===== src/rtl/vpu_narrow_pkg.sv =====
// Shared definitions for the narrowing shift/clip unit: widths, op and
// rounding-mode encodings, and the stage-1 payload carried down the pipe.
package vpu_narrow_pkg;

    localparam int unsigned SEW  = 32;
    localparam int unsigned WIDE = 64;
    localparam int unsigned SHW  = 6;

    typedef enum logic [1:0] {
        OP_NSRL   = 2'b00,
        OP_NSRA   = 2'b01,
        OP_NCLIPU = 2'b10,
        OP_NCLIP  = 2'b11
    } narrow_op_e;

    typedef enum logic [1:0] {
        RM_RNU = 2'b00,
        RM_RNE = 2'b01,
        RM_RDN = 2'b10,
        RM_ROD = 2'b11
    } narrow_vxrm_e;

    typedef struct packed {
        logic [WIDE-1:0] sh;
        logic            inc;
        narrow_op_e      op;
    } s1_payload_t;

    function automatic logic op_is_arith(input narrow_op_e op);
        return (op == OP_NSRA) || (op == OP_NCLIP);
    endfunction

    function automatic logic op_is_clip(input narrow_op_e op);
        return (op == OP_NCLIPU) || (op == OP_NCLIP);
    endfunction

endpackage


===== src/rtl/narrow_round_inc.sv =====
// Fixed-point rounding increment for a right shift of v by d under vxrm.
// Purely combinational so the scaling-shift unit can share it.
module narrow_round_inc
    import vpu_narrow_pkg::*;
(
    input  logic [WIDE-1:0] v,
    input  logic [SHW-1:0]  d,
    input  logic [1:0]      vxrm,
    output logic            r
);

    logic [WIDE-1:0] below_mask;
    logic            bit_lsb;
    logic            bit_half;
    logic            sticky_below;

    always_comb begin
        r            = 1'b0;
        below_mask   = '0;
        bit_lsb      = 1'b0;
        bit_half     = 1'b0;
        sticky_below = 1'b0;
        if (d != '0) begin
            bit_lsb      = v[d];
            bit_half     = v[d - SHW'(1)];
            // Covers bits [d-2:0]; empty (all zero) when d == 1.
            below_mask   = (WIDE'(1) << (d - SHW'(1))) - WIDE'(1);
            sticky_below = |(v & below_mask);
            case (narrow_vxrm_e'(vxrm))
                RM_RNU: r = bit_half;
                RM_RNE: r = bit_half & (bit_lsb | sticky_below);
                RM_RDN: r = 1'b0;
                RM_ROD: r = ~bit_lsb & (bit_half | sticky_below);
                default: r = 1'b0;
            endcase
        end
    end

endmodule


===== src/rtl/narrow_clip_64.sv =====
// Two-stage narrowing shift / clip: stage 1 shifts and computes the rounding
// increment, stage 2 adds, saturates and narrows 64 -> 32 bits.
module narrow_clip_64
    import vpu_narrow_pkg::*;
(
    input  logic                clk,
    input  logic                rst_n,
    input  logic                in_valid,
    output logic                in_ready,
    input  logic [WIDE-1:0]     in_data,
    input  logic [SHW-1:0]      in_shamt,
    input  logic [1:0]          in_op,
    input  logic [1:0]          in_vxrm,
    output logic                out_valid,
    input  logic                out_ready,
    output logic [SEW-1:0]      out_data,
    output logic                out_sat,
    output logic                vxsat,
    input  logic                vxsat_clr
);

    logic                   s1_valid_q, s1_valid_d;
    s1_payload_t            s1_q, s1_d;
    logic                   out_valid_q, out_valid_d;
    logic [SEW-1:0]         out_data_q, out_data_d;
    logic                   out_sat_q, out_sat_d;
    logic                   vxsat_q, vxsat_d;

    narrow_op_e             op_in;
    logic signed [WIDE-1:0] sra_val;
    logic [WIDE-1:0]        srl_val;
    logic                   rinc;
    s1_payload_t            s1_in;

    logic                   s1_advance;
    logic                   in_fire;

    logic                   t_ext;
    logic [WIDE:0]          t_sum;
    logic [SEW-1:0]         s2_res;
    logic                   s2_sat;

    narrow_round_inc u_round (
        .v    (in_data),
        .d    (in_shamt),
        .vxrm (in_vxrm),
        .r    (rinc)
    );

    // Stage 1: shift selected by op; increment only applies to the clip ops.
    always_comb begin
        op_in    = narrow_op_e'(in_op);
        sra_val  = $signed(in_data) >>> in_shamt;
        srl_val  = in_data >> in_shamt;
        s1_in    = '0;
        s1_in.op = op_in;
        s1_in.sh = op_is_arith(op_in) ? sra_val : srl_val;
        s1_in.inc = rinc & op_is_clip(op_in);
    end

    // Stage 2: 65-bit add, then saturate to the 32-bit range of the op.
    always_comb begin
        t_ext  = (s1_q.op == OP_NCLIP) ? s1_q.sh[WIDE-1] : 1'b0;
        t_sum  = {t_ext, s1_q.sh} + {{WIDE{1'b0}}, s1_q.inc};
        s2_res = s1_q.sh[SEW-1:0];
        s2_sat = 1'b0;
        case (s1_q.op)
            OP_NCLIPU: begin
                if (t_sum[WIDE:SEW] != '0) begin
                    s2_res = '1;
                    s2_sat = 1'b1;
                end else begin
                    s2_res = t_sum[SEW-1:0];
                end
            end
            OP_NCLIP: begin
                // In range iff bits [64:31] are all copies of the sign.
                if ((&t_sum[WIDE:SEW-1]) || !(|t_sum[WIDE:SEW-1])) begin
                    s2_res = t_sum[SEW-1:0];
                end else begin
                    s2_res = t_sum[WIDE] ? {1'b1, {(SEW-1){1'b0}}}
                                         : {1'b0, {(SEW-1){1'b1}}};
                    s2_sat = 1'b1;
                end
            end
            default: begin
                s2_res = s1_q.sh[SEW-1:0];
                s2_sat = 1'b0;
            end
        endcase
    end

    always_comb begin
        s1_advance  = s1_valid_q & (~out_valid_q | out_ready);
        in_ready    = ~s1_valid_q | s1_advance;
        in_fire     = in_valid & in_ready;

        s1_valid_d  = in_fire | (s1_valid_q & ~s1_advance);
        s1_d        = in_fire ? s1_in : s1_q;

        out_valid_d = s1_advance | (out_valid_q & ~out_ready);
        out_data_d  = s1_advance ? s2_res : out_data_q;
        out_sat_d   = s1_advance ? s2_sat : out_sat_q;

        // A saturating handshake overrides a simultaneous clear.
        vxsat_d     = (out_valid_q & out_ready & out_sat_q) | (vxsat_q & ~vxsat_clr);
    end

    always_ff @(posedge clk or negedge rst_n) begin
        if (!rst_n) begin
            s1_valid_q  <= 1'b0;
            s1_q        <= '0;
            out_valid_q <= 1'b0;
            out_data_q  <= '0;
            out_sat_q   <= 1'b0;
            vxsat_q     <= 1'b0;
        end else begin
            s1_valid_q  <= s1_valid_d;
            s1_q        <= s1_d;
            out_valid_q <= out_valid_d;
            out_data_q  <= out_data_d;
            out_sat_q   <= out_sat_d;
            vxsat_q     <= vxsat_d;
        end
    end

    assign out_valid = out_valid_q;
    assign out_data  = out_data_q;
    assign out_sat   = out_sat_q;
    assign vxsat     = vxsat_q;

endmodule


===== config.mk =====
export PLATFORM = sky130hd
export DESIGN_NAME = narrow_clip_64
export DESIGN_NICKNAME = d
export VERILOG_FILES = /design/src/rtl/vpu_narrow_pkg.sv /design/src/rtl/narrow_round_inc.sv /design/src/rtl/narrow_clip_64.sv
export SDC_FILE = /design/constraint.sdc
export NUM_CORES = 1
export LEC_CHECK = 0
export ABC_AREA = 1
export BUFFER_PORTS_ARGS = -buffer_cell sky130_fd_sc_hd__buf_4
export CORE_MARGIN = 8
export CORE_UTILIZATION = 38
export CTS_CLUSTER_SIZE = 20
export DETAILED_ROUTE_END_ITERATION = 7
export SYNTH_ARGS = -nofsm -noshare
export SYNTH_HDL_FRONTEND = slang
export SYNTH_HIERARCHICAL = 1
export SYNTH_SLANG_ARGS = --single-unit

===== constraint.sdc =====
create_clock -name clk -period 4.89 [get_ports clk]
set_input_delay 0.489 -clock clk [delete_from_list [all_inputs] [get_ports clk]]
set_output_delay 0.489 -clock clk [all_outputs]
set_load 0.005 [all_outputs]

==> tab_implementation.tex, run 1 <==
\begin{tabular}{lr}
\hline
Metric & Value \\
\hline
\multicolumn{2}{l}{\textbf{Floorplan}} \\
Top-level port count & 115 \\
Vertical extent of the die & 223 µm \\
Die Footprint & 49900 µm² \\
Floorplan row count & 76 \\
Std-Cell Core Area & 42800 µm² \\
Initial cell density of the core & 0.382 \\
Die W & about 220 µm \\
\multicolumn{2}{l}{\textbf{Route}} \\
First-pass detailed-route iteration total & 6 \\
Via density per instance & 5.92 \\
Post-route antenna net violation count & 0 \\
Total number of vias & 21.4k \\
DRC violation count after routing & 0 \\
Total wirelength of the detailed-routed design & 86600 µm \\
Average wire per cell in the routed design & roughly 24 µm \\
DRT iter0 DRCs & around 2.5k \\
\multicolumn{2}{l}{\textbf{Timing}} \\
Total of endpoints with negative setup slack in the final report & 0 \\
Unrepaired setup endpoints after global routing & false \\
Worst Slack Setup Final & roughly 740 ps \\
FMAX & 241 MHz \\
Final period utilization & 0.848 \\
Slew HR & 0.263 \\
Final critical-path required period & 4150 ps \\
Setup Skew & 12.5 ps \\
Number of hold-slack violations in the final timing report & 0 \\
Max Transition Viols Final & 0 \\
Setup tns final & 0 ps \\
Transition time of the tightest slew-check pin & roughly 1100 ps \\
\multicolumn{2}{l}{\textbf{Placement}} \\
Placed Instance Area & 17500 µm² \\
RD Place Congestion & 1.05 \\
Final HPWL from detailed placement & 70900 µm \\
Port-buffer cells & roughly 110 \\
Place WS & 648 ps \\
\multicolumn{2}{l}{\textbf{Worst setup path}} \\
Worst Setup Start Kind & flip-flop \\
Critical Setup Path Class & reg2reg \\
Ordered cell list for the critical path & ha\_1 > ha\_1 > nand2\_2 > nor2\_4 > nand2\_4 > nor2\_4 > nand2\_1 > o21ai\_0 > nand2\_1 > inv\_1 > nand2\_1 > nor2\_1 > nand2\_1 > nor2\_1 > nand2\_1 > nand2\_1 > nand2\_1 > nor2\_1 > a21oi\_1 \\
Worst-path cell with the longest stage delay & sky130\_fd\_sc\_hd\_\_dfrtp\_1 \\
Cell depth of the worst setup path & 19 \\
Crit path max-delay family & simple AND/OR/NAND/NOR gates \\
Signal arrival time at the worst endpoint & 4400 ps \\
CP Max Fanout & 22 \\
Depth of the most critical reg-to-reg path & 19 \\
Critical Path Max Stage Delay & 500 ps \\
Cell repeated most along the worst path & sky130\_fd\_sc\_hd\_\_nand2\_1 \\
Buf/Inv on CP & 1 \\
Critical register-to-register path startpoint & s1\_q[2] \\
FF-to-FF setup slack & 740 ps \\
Endpoint of the worst-slack reg-to-reg timing path & out\_data[25] \\
Kind of capture point of the worst setup path & flip-flop \\
Required time at the endpoint of the critical path & 5140 ps \\
\multicolumn{2}{l}{\textbf{Clock tree}} \\
Number of setup buffers added after CTS & 0 \\
TritonCTS sink count & just over 100 \\
Source-to-sink clock delay at the later pin of the worst-skew pair & around 380 ps \\
Count of instances resized after the clock tree is built & 0 \\
Number of buffers created by CTS & 9 \\
Deepest level of the CTS H-tree & 3 \\
Clock tree from TritonCTS & yes \\
Clock-pin slew of the registers on the worst-case setup and hold paths & approximately 70 ps \\
Clock tree buffer depth & 2 \\
CTS root buf & sky130\_fd\_sc\_hd\_\_clkbuf\_16 \\
Number of hold buffers added after cts & 0 \\
\multicolumn{2}{l}{\textbf{Synth}} \\
Synth area leaders & sky130\_fd\_sc\_hd\_\_nand2\_1, sky130\_fd\_sc\_hd\_\_dfrtp\_1, sky130\_fd\_sc\_hd\_\_nand3\_1, sky130\_fd\_sc\_hd\_\_nor2\_1, sky130\_fd\_sc\_hd\_\_o21ai\_0 \\
Cell count after synthesis & 3059 \\
Net count after synthesis & 3147 \\
Yosys warns & 6 \\
Share of the synthesized area in the top cell type & 0.247 \\
Post-synth top flop & sky130\_fd\_sc\_hd\_\_dfrtp\_1 \\
Number of enable-type register cells in the synthesized netlist & 0 \\
Number of synthesized register bits & 103 \\
Synthesized cell area & about 16000 µm² \\
Most common cell in the netlist & sky130\_fd\_sc\_hd\_\_nand2\_1 \\
Proportion of synthesized flip-flops having asynchronous set or reset & 1.00 \\
Post-synth top area cell & sky130\_fd\_sc\_hd\_\_nand2\_1 \\
Mapped Avg Cell Area & around 5.3 µm² \\
Number of different library cells in the post-synthesis netlist & 50 \\
Commonest cells in the synthesized netlist & sky130\_fd\_sc\_hd\_\_nand2\_1, sky130\_fd\_sc\_hd\_\_nor2\_1, sky130\_fd\_sc\_hd\_\_nand3\_1 \\
Sequential area share after synthesis & 0.158 \\
\multicolumn{2}{l}{\textbf{Pwr}} \\
Pwr per Cell Area & 240 nW/µm² \\
Leakage Power & 8.93 nW \\
IR Drop Worst-Case VDD & 0.139 mV \\
\multicolumn{2}{l}{\textbf{Layout}} \\
Filler cell count in the final layout & 4874 \\
Share of layout cells above drive strength 1 & 0.0988 \\
Final layout net count & 3160 \\
Post-synthesis to final-layout area growth & 9.18\% \\
Multi-input gate area & 12100 µm² \\
Finished layout cell area & about 18000 µm² \\
Core utilization of the finished layout & 0.417 \\
Area occupied by registers & 2580 µm² \\
\multicolumn{2}{l}{\textbf{Global route}} \\
Initial antenna violation count & 2 \\
All-Layer GR Usage & 0.336 \\
Global route overflow & 0 \\
Largest net degree at the start of global routing & 105 \\
Wire length of the first global-routing pass & 128000 µm \\
Via count of the first global-routing pass & between 15k and 20k \\
\multicolumn{2}{l}{\textbf{Worst hold path}} \\
Min-Delay Path Class & in2async \\
\multicolumn{2}{l}{\textbf{Status}} \\
Outcome & complete, no violations \\
\multicolumn{2}{l}{\textbf{Job}} \\
Number of max-cap violations & 0 \\
\hline
\end{tabular}
## registers in the layout, indices dropped and copies added, names as in the netlist
| register | flops |
|---|---|
| s1_valid_q | 1 |
| vxsat | 1 |
| out_sat | 1 |
| s1_q | 67 |
| out_data | 32 |
| out_valid | 1 |
## cells in the final DEF (no fill, tap or decap), types with 4 or more instances in the layout
cell type	n
sky130_fd_sc_hd__ha_1	9
sky130_fd_sc_hd__o21ai_0	240
sky130_fd_sc_hd__and2_1	5
sky130_fd_sc_hd__a32oi_1	13
sky130_fd_sc_hd__o22ai_1	25
sky130_fd_sc_hd__nand2_1	1076
sky130_fd_sc_hd__clkinv_1	4
sky130_fd_sc_hd__a32o_1	8
sky130_fd_sc_hd__o211ai_1	46
sky130_fd_sc_hd__nand3b_1	17
sky130_fd_sc_hd__buf_4	161
sky130_fd_sc_hd__o311ai_0	5
sky130_fd_sc_hd__nor2_2	34
sky130_fd_sc_hd__nand2_4	5
sky130_fd_sc_hd__nand2_2	32
sky130_fd_sc_hd__a21oi_1	113
sky130_fd_sc_hd__a22oi_1	4
sky130_fd_sc_hd__a31oi_1	10
sky130_fd_sc_hd__nor3_1	5
sky130_fd_sc_hd__dfrtp_1	103
sky130_fd_sc_hd__a211oi_1	7
sky130_fd_sc_hd__nor2_1	378
sky130_fd_sc_hd__nor2_4	17
sky130_fd_sc_hd__o21a_1	8
sky130_fd_sc_hd__or2_2	7
sky130_fd_sc_hd__a221o_1	5
sky130_fd_sc_hd__inv_2	8
sky130_fd_sc_hd__mux2i_1	22
sky130_fd_sc_hd__nand4_1	53
sky130_fd_sc_hd__inv_1	227
sky130_fd_sc_hd__clkbuf_16	9
sky130_fd_sc_hd__o221ai_1	5
sky130_fd_sc_hd__nand3_2	21
sky130_fd_sc_hd__xor2_1	26
sky130_fd_sc_hd__nand3_1	334
sky130_fd_sc_hd__o21ai_1	12
## routing by layer
metal / part of all wire / global-route usage
met5: 0.00013 / 0
met4: 0.076 / 0.220
met3: 0.078 / 0.0415
met2: 0.45 / 0.543
met1: 0.40 / 0.418
## worst max path at each step
stage / slack (ps) / to / from
after global routing: 410 / out_data[25] / s1_q[2]
after global placement: 560 / s1_q[2] / in_shamt[0]
after CTS: 730 / out_data[25] / s1_q[2]
after floorplan: 1180 / s1_q[2] / in_shamt[1]
final: 740 / out_data[25] / s1_q[2]
after detailed placement: 650 / s1_q[2] / in_shamt[1]
## final cells by class
| class | count | share of cell area |
|---|---|---|
| multi-input combinational | 2557 | 0.680 |
| sequential | 103 | 0.144 |
| antenna | 1 | 0.000140 |
| tap | 546 | 0.0383 |
| clock inverter | 6 | 0.00519 |
| clock buffer | 9 | 0.0126 |
| timing repair buffer | 162 | 0.0689 |
| inverter | 239 | 0.0503 |
## through the flow
stage	hold slack, ps	power (mW)	std cells
6_report	175	4.28	3623
3_3_place_gp	466	3.43	3607
4_1_cts	193	4.24	3622
2_1_floorplan	193	2.53	3059
5_1_grt	236	4.54	3622
3_5_place_dp	469	3.43	3607
## cells by family after synthesis
kind of cell / synth area share
AND/OR/NAND/NOR: 0.527
AO/OA/AOI/OAI: 0.180
buffers and inverters: 0.0998
flip-flops: 0.158
XOR/XNOR: 0.0150
multiplexers: 0.0135
adder cells (fa/ha/maj): 0.00689
## report_power, final
part	total (mW)	internal, mW	switching (mW)
clock network	0.798	0.450	0.348
registers	1.24	1.02	0.218
logic	2.23	0.707	1.53
total	4.28	2.18	2.09
Power figures use the tool's default switching activity.
==> run 2, diff against run 1 <==
Settings changed: ABC_AREA 1 to 0.
Clock period 4.89 ns to 3.7 ns, I/O delays scaled along.
==> run 2 against run 1 <==
The run now ends with setup timing left; combinational power increased by 61%; sequential power increased by 30%; synthesized cell count decreased by 31%; non-clock buffer count increased by 362; sequential cell count unchanged; sequential share of layout area decreased by 2.1 points; die area decreased by 3.2%; final cell count decreased by 17%; via count decreased by 11%; global-route usage decreased by 2.3 points; first-iteration DRC count decreased by 0.48%; largest cell class unchanged; largest power group unchanged; highest routed layer unchanged.
==> tab_implementation.tex, run 2 <==
\begin{tabular}{lr}
\hline
Metric & Value \\
\hline
\multicolumn{2}{l}{\textbf{Layout}} \\
Share of layout cells above drive strength 1 & 0.338 (+0.239) \\
Non-filler instance count after layout & 2993 (-17\%) \\
Register ranked first by flip-flop count & s1\_q \\
Antenna fix cells & 0 (-1) \\
Core utilization of the finished layout & 0.512 (+0.0951) \\
Number of flip-flops under the largest register name & 67 (unchanged) \\
Post-synthesis to final-layout area growth & 32.7\% \\
Most frequent standard cell in the layout excluding fill and tap cells & sky130\_fd\_sc\_hd\_\_buf\_4 \\
Final layout net count & 2544 (-19\%) \\
Most frequent cells in the layout & sky130\_fd\_sc\_hd\_\_buf\_4, sky130\_fd\_sc\_hd\_\_nand2\_1, sky130\_fd\_sc\_hd\_\_o21ai\_0 \\
\multicolumn{2}{l}{\textbf{Global route}} \\
Initial antenna violation count & 1 (-1) \\
Wire length of the first global-routing pass & 116000 µm (-9.7\%) \\
Global route overflow & 0 (unchanged) \\
All-Layer GR Usage & 0.313 (-0.0235) \\
Largest net degree at the start of global routing & 97 (-7.6\%) \\
Via count of the first global-routing pass & 18.0k (-9.9\%) \\
\multicolumn{2}{l}{\textbf{Floorplan}} \\
Std-Cell Core Area & 40900 µm² (-4.4\%) \\
Top-level port count & 115 (unchanged) \\
Die Footprint & 48300 µm² (-3.2\%) \\
Vertical extent of the die & 220 µm (-1.6\%) \\
Floorplan row count & 74 (-2.6\%) \\
Initial cell density of the core & 0.386 (+0.00385) \\
Die W & 220 µm (-1.6\%) \\
\multicolumn{2}{l}{\textbf{Clock tree}} \\
Clock-pin slew of the registers on the worst-case setup and hold paths & 80 ps (about the same) \\
Number of buffers created by CTS & 9 (unchanged) \\
Source-to-sink clock delay at the later pin of the worst-skew pair & 370 ps (about the same) \\
Number of hold buffers added after cts & 0 (unchanged) \\
Clock tree buffer depth & 2 (unchanged) \\
Deepest level of the CTS H-tree & 3 (unchanged) \\
Clock tree from TritonCTS & yes \\
CTS root buf & sky130\_fd\_sc\_hd\_\_clkbuf\_16 \\
TritonCTS sink count & 103 (unchanged) \\
\multicolumn{2}{l}{\textbf{Synth}} \\
Most common cell in the netlist & sky130\_fd\_sc\_hd\_\_nand2\_1 \\
Synth area leaders & sky130\_fd\_sc\_hd\_\_dfrtp\_1, sky130\_fd\_sc\_hd\_\_mux4\_2, sky130\_fd\_sc\_hd\_\_nand2\_1, sky130\_fd\_sc\_hd\_\_mux2i\_1, sky130\_fd\_sc\_hd\_\_o21ai\_0 \\
Cell count after synthesis & 2113 (-31\%) \\
Number of enable-type register cells in the synthesized netlist & 0 (unchanged) \\
Synthesized cell area & 15800 µm² (-3.4\%) \\
Xor/xnor cell area share of the yosys netlist & 0.0416 (+0.0266) \\
Share of the synthesized area in compound gates (AO/OA/AOI/OAI) & 0.254 (+0.0742) \\
Main combinational cell family by area after synthesis & simple AND/OR/NAND/NOR gates \\
Net count after synthesis & 2201 (-30\%) \\
Adder-cell share of the synthesized area & 0.00713 (+0.000242) \\
Simple logic cell fraction of the synthesized area & 0.269 (-0.258) \\
Mapped Avg Cell Area & 7.47 µm² (+40\%) \\
Commonest cells in the synthesized netlist & sky130\_fd\_sc\_hd\_\_nand2\_1, sky130\_fd\_sc\_hd\_\_o21ai\_0, sky130\_fd\_sc\_hd\_\_nor2\_1 \\
Number of different library cells in the post-synthesis netlist & 102 (+100\%) \\
Multiplexer share of the synthesized area & 0.205 (+0.192) \\
Post-synth top flop & sky130\_fd\_sc\_hd\_\_dfrtp\_1 \\
Sequential area share after synthesis & 0.163 (+0.00555) \\
Share of the synthesized area in the top cell type & 0.163 (-0.0839) \\
Post-synth top area cell & sky130\_fd\_sc\_hd\_\_dfrtp\_1 \\
Number of synthesized register bits & 103 (unchanged) \\
Yosys warns & 6 (unchanged) \\
Proportion of synthesized flip-flops having asynchronous set or reset & 1.00 (unchanged) \\
\multicolumn{2}{l}{\textbf{Timing}} \\
Final period utilization & 1.05 \\
Number of hold-slack violations in the final timing report & 0 (unchanged) \\
Total of endpoints with negative setup slack in the final report & 29 (+29) \\
Max Transition Viols Final & 0 (unchanged) \\
Worst Slack Setup Final & -175 ps (-917 ps) \\
FMAX & 258 MHz \\
Unrepaired setup endpoints after global routing & true \\
Slew HR & 0.327 (+0.0637) \\
Final critical-path required period & 3880 ps \\
Setup Skew & 12.7 ps (+0.242 ps) \\
Transition time of the tightest slew-check pin & 1010 ps (-81.6 ps) \\
\multicolumn{2}{l}{\textbf{Pwr}} \\
Total internal power & 3.44 mW (+58\%) \\
Switching Share & 0.443 (-0.0472) \\
Pwr per Cell Area & 294 nW/µm² (+23\%) \\
Design Power & 6.17 mW (+44\%) \\
Reg power frac & 0.262 (-0.029) \\
Combinational share of power & 0.582 (+0.059) \\
Net switching component of the power & 2.73 mW (+30\%) \\
IR Drop Worst-Case VDD & 0.286 mV (+110\%) \\
Clock network fraction of total power & 0.157 (-0.030) \\
Leakage Power & 8.49 nW (-4.9\%) \\
\multicolumn{2}{l}{\textbf{Placement}} \\
RD Place Congestion & 1.01 (-3.8\%) \\
Place WS & -716 ps (-1360 ps) \\
Number of cells in the design after placement & 2947 (-18\%) \\
Port-buffer cells & 114 (unchanged) \\
Final HPWL from detailed placement & 62000 µm (-12\%) \\
\multicolumn{2}{l}{\textbf{Route}} \\
Total number of vias & 19.0k (-11\%) \\
Via density per instance & 6.36 (+7.5\%) \\
First-pass detailed-route iteration total & 6 (unchanged) \\
DRC violation count after routing & 0 (unchanged) \\
Post-route antenna net violation count & 0 (unchanged) \\
DRT iter0 DRCs & 2477 (-0.48\%) \\
Average wire per cell in the routed design & 26.0 µm (+8.8\%) \\
Total wirelength of the detailed-routed design & 77800 µm (-10\%) \\
\multicolumn{2}{l}{\textbf{Worst setup path}} \\
Signal arrival time at the worst endpoint & 4120 ps (-280 ps) \\
CP Max Fanout & 9 (-59\%) \\
Crit path max-delay family & compound AO/OA/AOI/OAI gates \\
Worst Setup Start Kind & input pin \\
Kind of capture point of the worst setup path & flip-flop \\
Critical Path Max Stage Delay & 430 ps (-70 ps) \\
Buf/Inv on CP & 5 (+4) \\
Required time at the endpoint of the critical path & 3950 ps (-1190 ps) \\
Critical Setup Path Class & in2reg \\
Ordered cell list for the critical path & buf\_12 > buf\_4 > or2\_4 > a32oi\_4 > buf\_6 > a21oi\_4 > a211o\_1 > o31a\_1 > buf\_12 > nor4\_4 > buf\_4 > xnor2\_1 > a222oi\_1 > o2111ai\_1 > or4\_1 > a211oi\_2 > a211oi\_1 > nand2\_1 > o21ai\_1 \\
FF-to-FF setup slack & -110 ps (-850 ps) \\
Worst-path cell with the longest stage delay & sky130\_fd\_sc\_hd\_\_or4\_1 \\
\multicolumn{2}{l}{\textbf{Status}} \\
Outcome & finished with violations \\
Failing checks & setup timing \\
\multicolumn{2}{l}{\textbf{Worst hold path}} \\
Min-Delay Path Class & in2async \\
\multicolumn{2}{l}{\textbf{Job}} \\
Number of max-cap violations & 0 (unchanged) \\
\hline
\end{tabular}
run 2: changes by cell type after synthesis, moves of 32 or more:
cell,delta
sky130_fd_sc_hd__nand2_1,-771
sky130_fd_sc_hd__nand3_1,-246
sky130_fd_sc_hd__nor2_1,-211
sky130_fd_sc_hd__inv_1,-197
sky130_fd_sc_hd__mux4_2,+84
sky130_fd_sc_hd__mux2i_1,+77
sky130_fd_sc_hd__xnor2_1,+56
sky130_fd_sc_hd__nor3_1,+51
sky130_fd_sc_hd__o21ai_0,-43
sky130_fd_sc_hd__o211ai_1,-34
sky130_fd_sc_hd__clkbuf_1,+33
sky130_fd_sc_hd__nor2_2,-33
sky130_fd_sc_hd__mux2_2,+32
run 2: logic make-up after synthesis:
group | after synthesis
adders and majority gates | 9
muxes | 215
DFF | 103
AOI/OAI and AO/OA | 633
buffers and inverters | 227
xor gates and xnor gates | 75
and+or+nand+nor | 851
run 2: what timing repair did:
| item | CTS | global route |
|---|---|---|
| resized for setup | 86 | 97 |
| setup buffers | 22 | 5 |
| endpoints found under the setup margin | 34 | 37 |
| gates cloned | 0 | 4 |
| pin swaps | 41 | 42 |
run 2: power groups by stage:
stage | Combinational, mW | Sequential, mW | Clock [mW]
3_5_place_dp | 3.30 | 1.61 | 0
3_3_place_gp | 3.30 | 1.60 | 0
2_1_floorplan | 1.87 | 1.55 | 0
6_report | 3.59 | 1.61 | 0.967
5_1_grt | 3.83 | 1.64 | 1.03
4_1_cts | 3.39 | 1.59 | 0.979
run 2: per-stage QoR:
step           cell area, µm²  setup TNS (ps)  hold WS, ps
6_report                21000           -1110         48.1
5_1_grt                 21000           -3760          122
4_1_cts                 20500            -110          115
3_5_place_dp            19600           -9980          498
3_3_place_gp            19600          -11090          493
2_1_floorplan           16000            -840         74.4
run 2: area by class of cell:
cell class | instances | area, µm²
Fill cell | 4024 | 20000
Multi-Input combinational cell | 1783 | 13000
Inverter | 35 | 139
Timing Repair Buffer | 524 | 4240
Sequential cell | 103 | 2580
Clock buffer | 10 | 239
Tap cell | 532 | 666
Clock inverter | 6 | 52.6
run 2: final timing paths:
check	startpoint	to	depth (start not counted)
setup / recovery	in_shamt[0]	s1_q[2]	19
hold / removal	rst_n	s1_q[51]	1
setup reg to reg	s1_q[2]	out_data[11]	17
hold reg to reg	out_data[17]	out_data[17]	1
max in group asynchronous	rst_n	out_data[2]	2
min in group clk	vxsat_clr	vxsat	2
run 2: layer usage:
| layer | track usage | wire length (µm) | up-vias |
|---|---|---|---|
| met5 | 0 | 13 | - |
| met4 | 0.0594 | 1580 | 2 |
| met3 | 0.0479 | 7030 | 117 |
| li1 | - | - | 8672 |
| met2 | 0.465 | 33100 | 1000 |
| met1 | 0.473 | 36100 | 9257 |
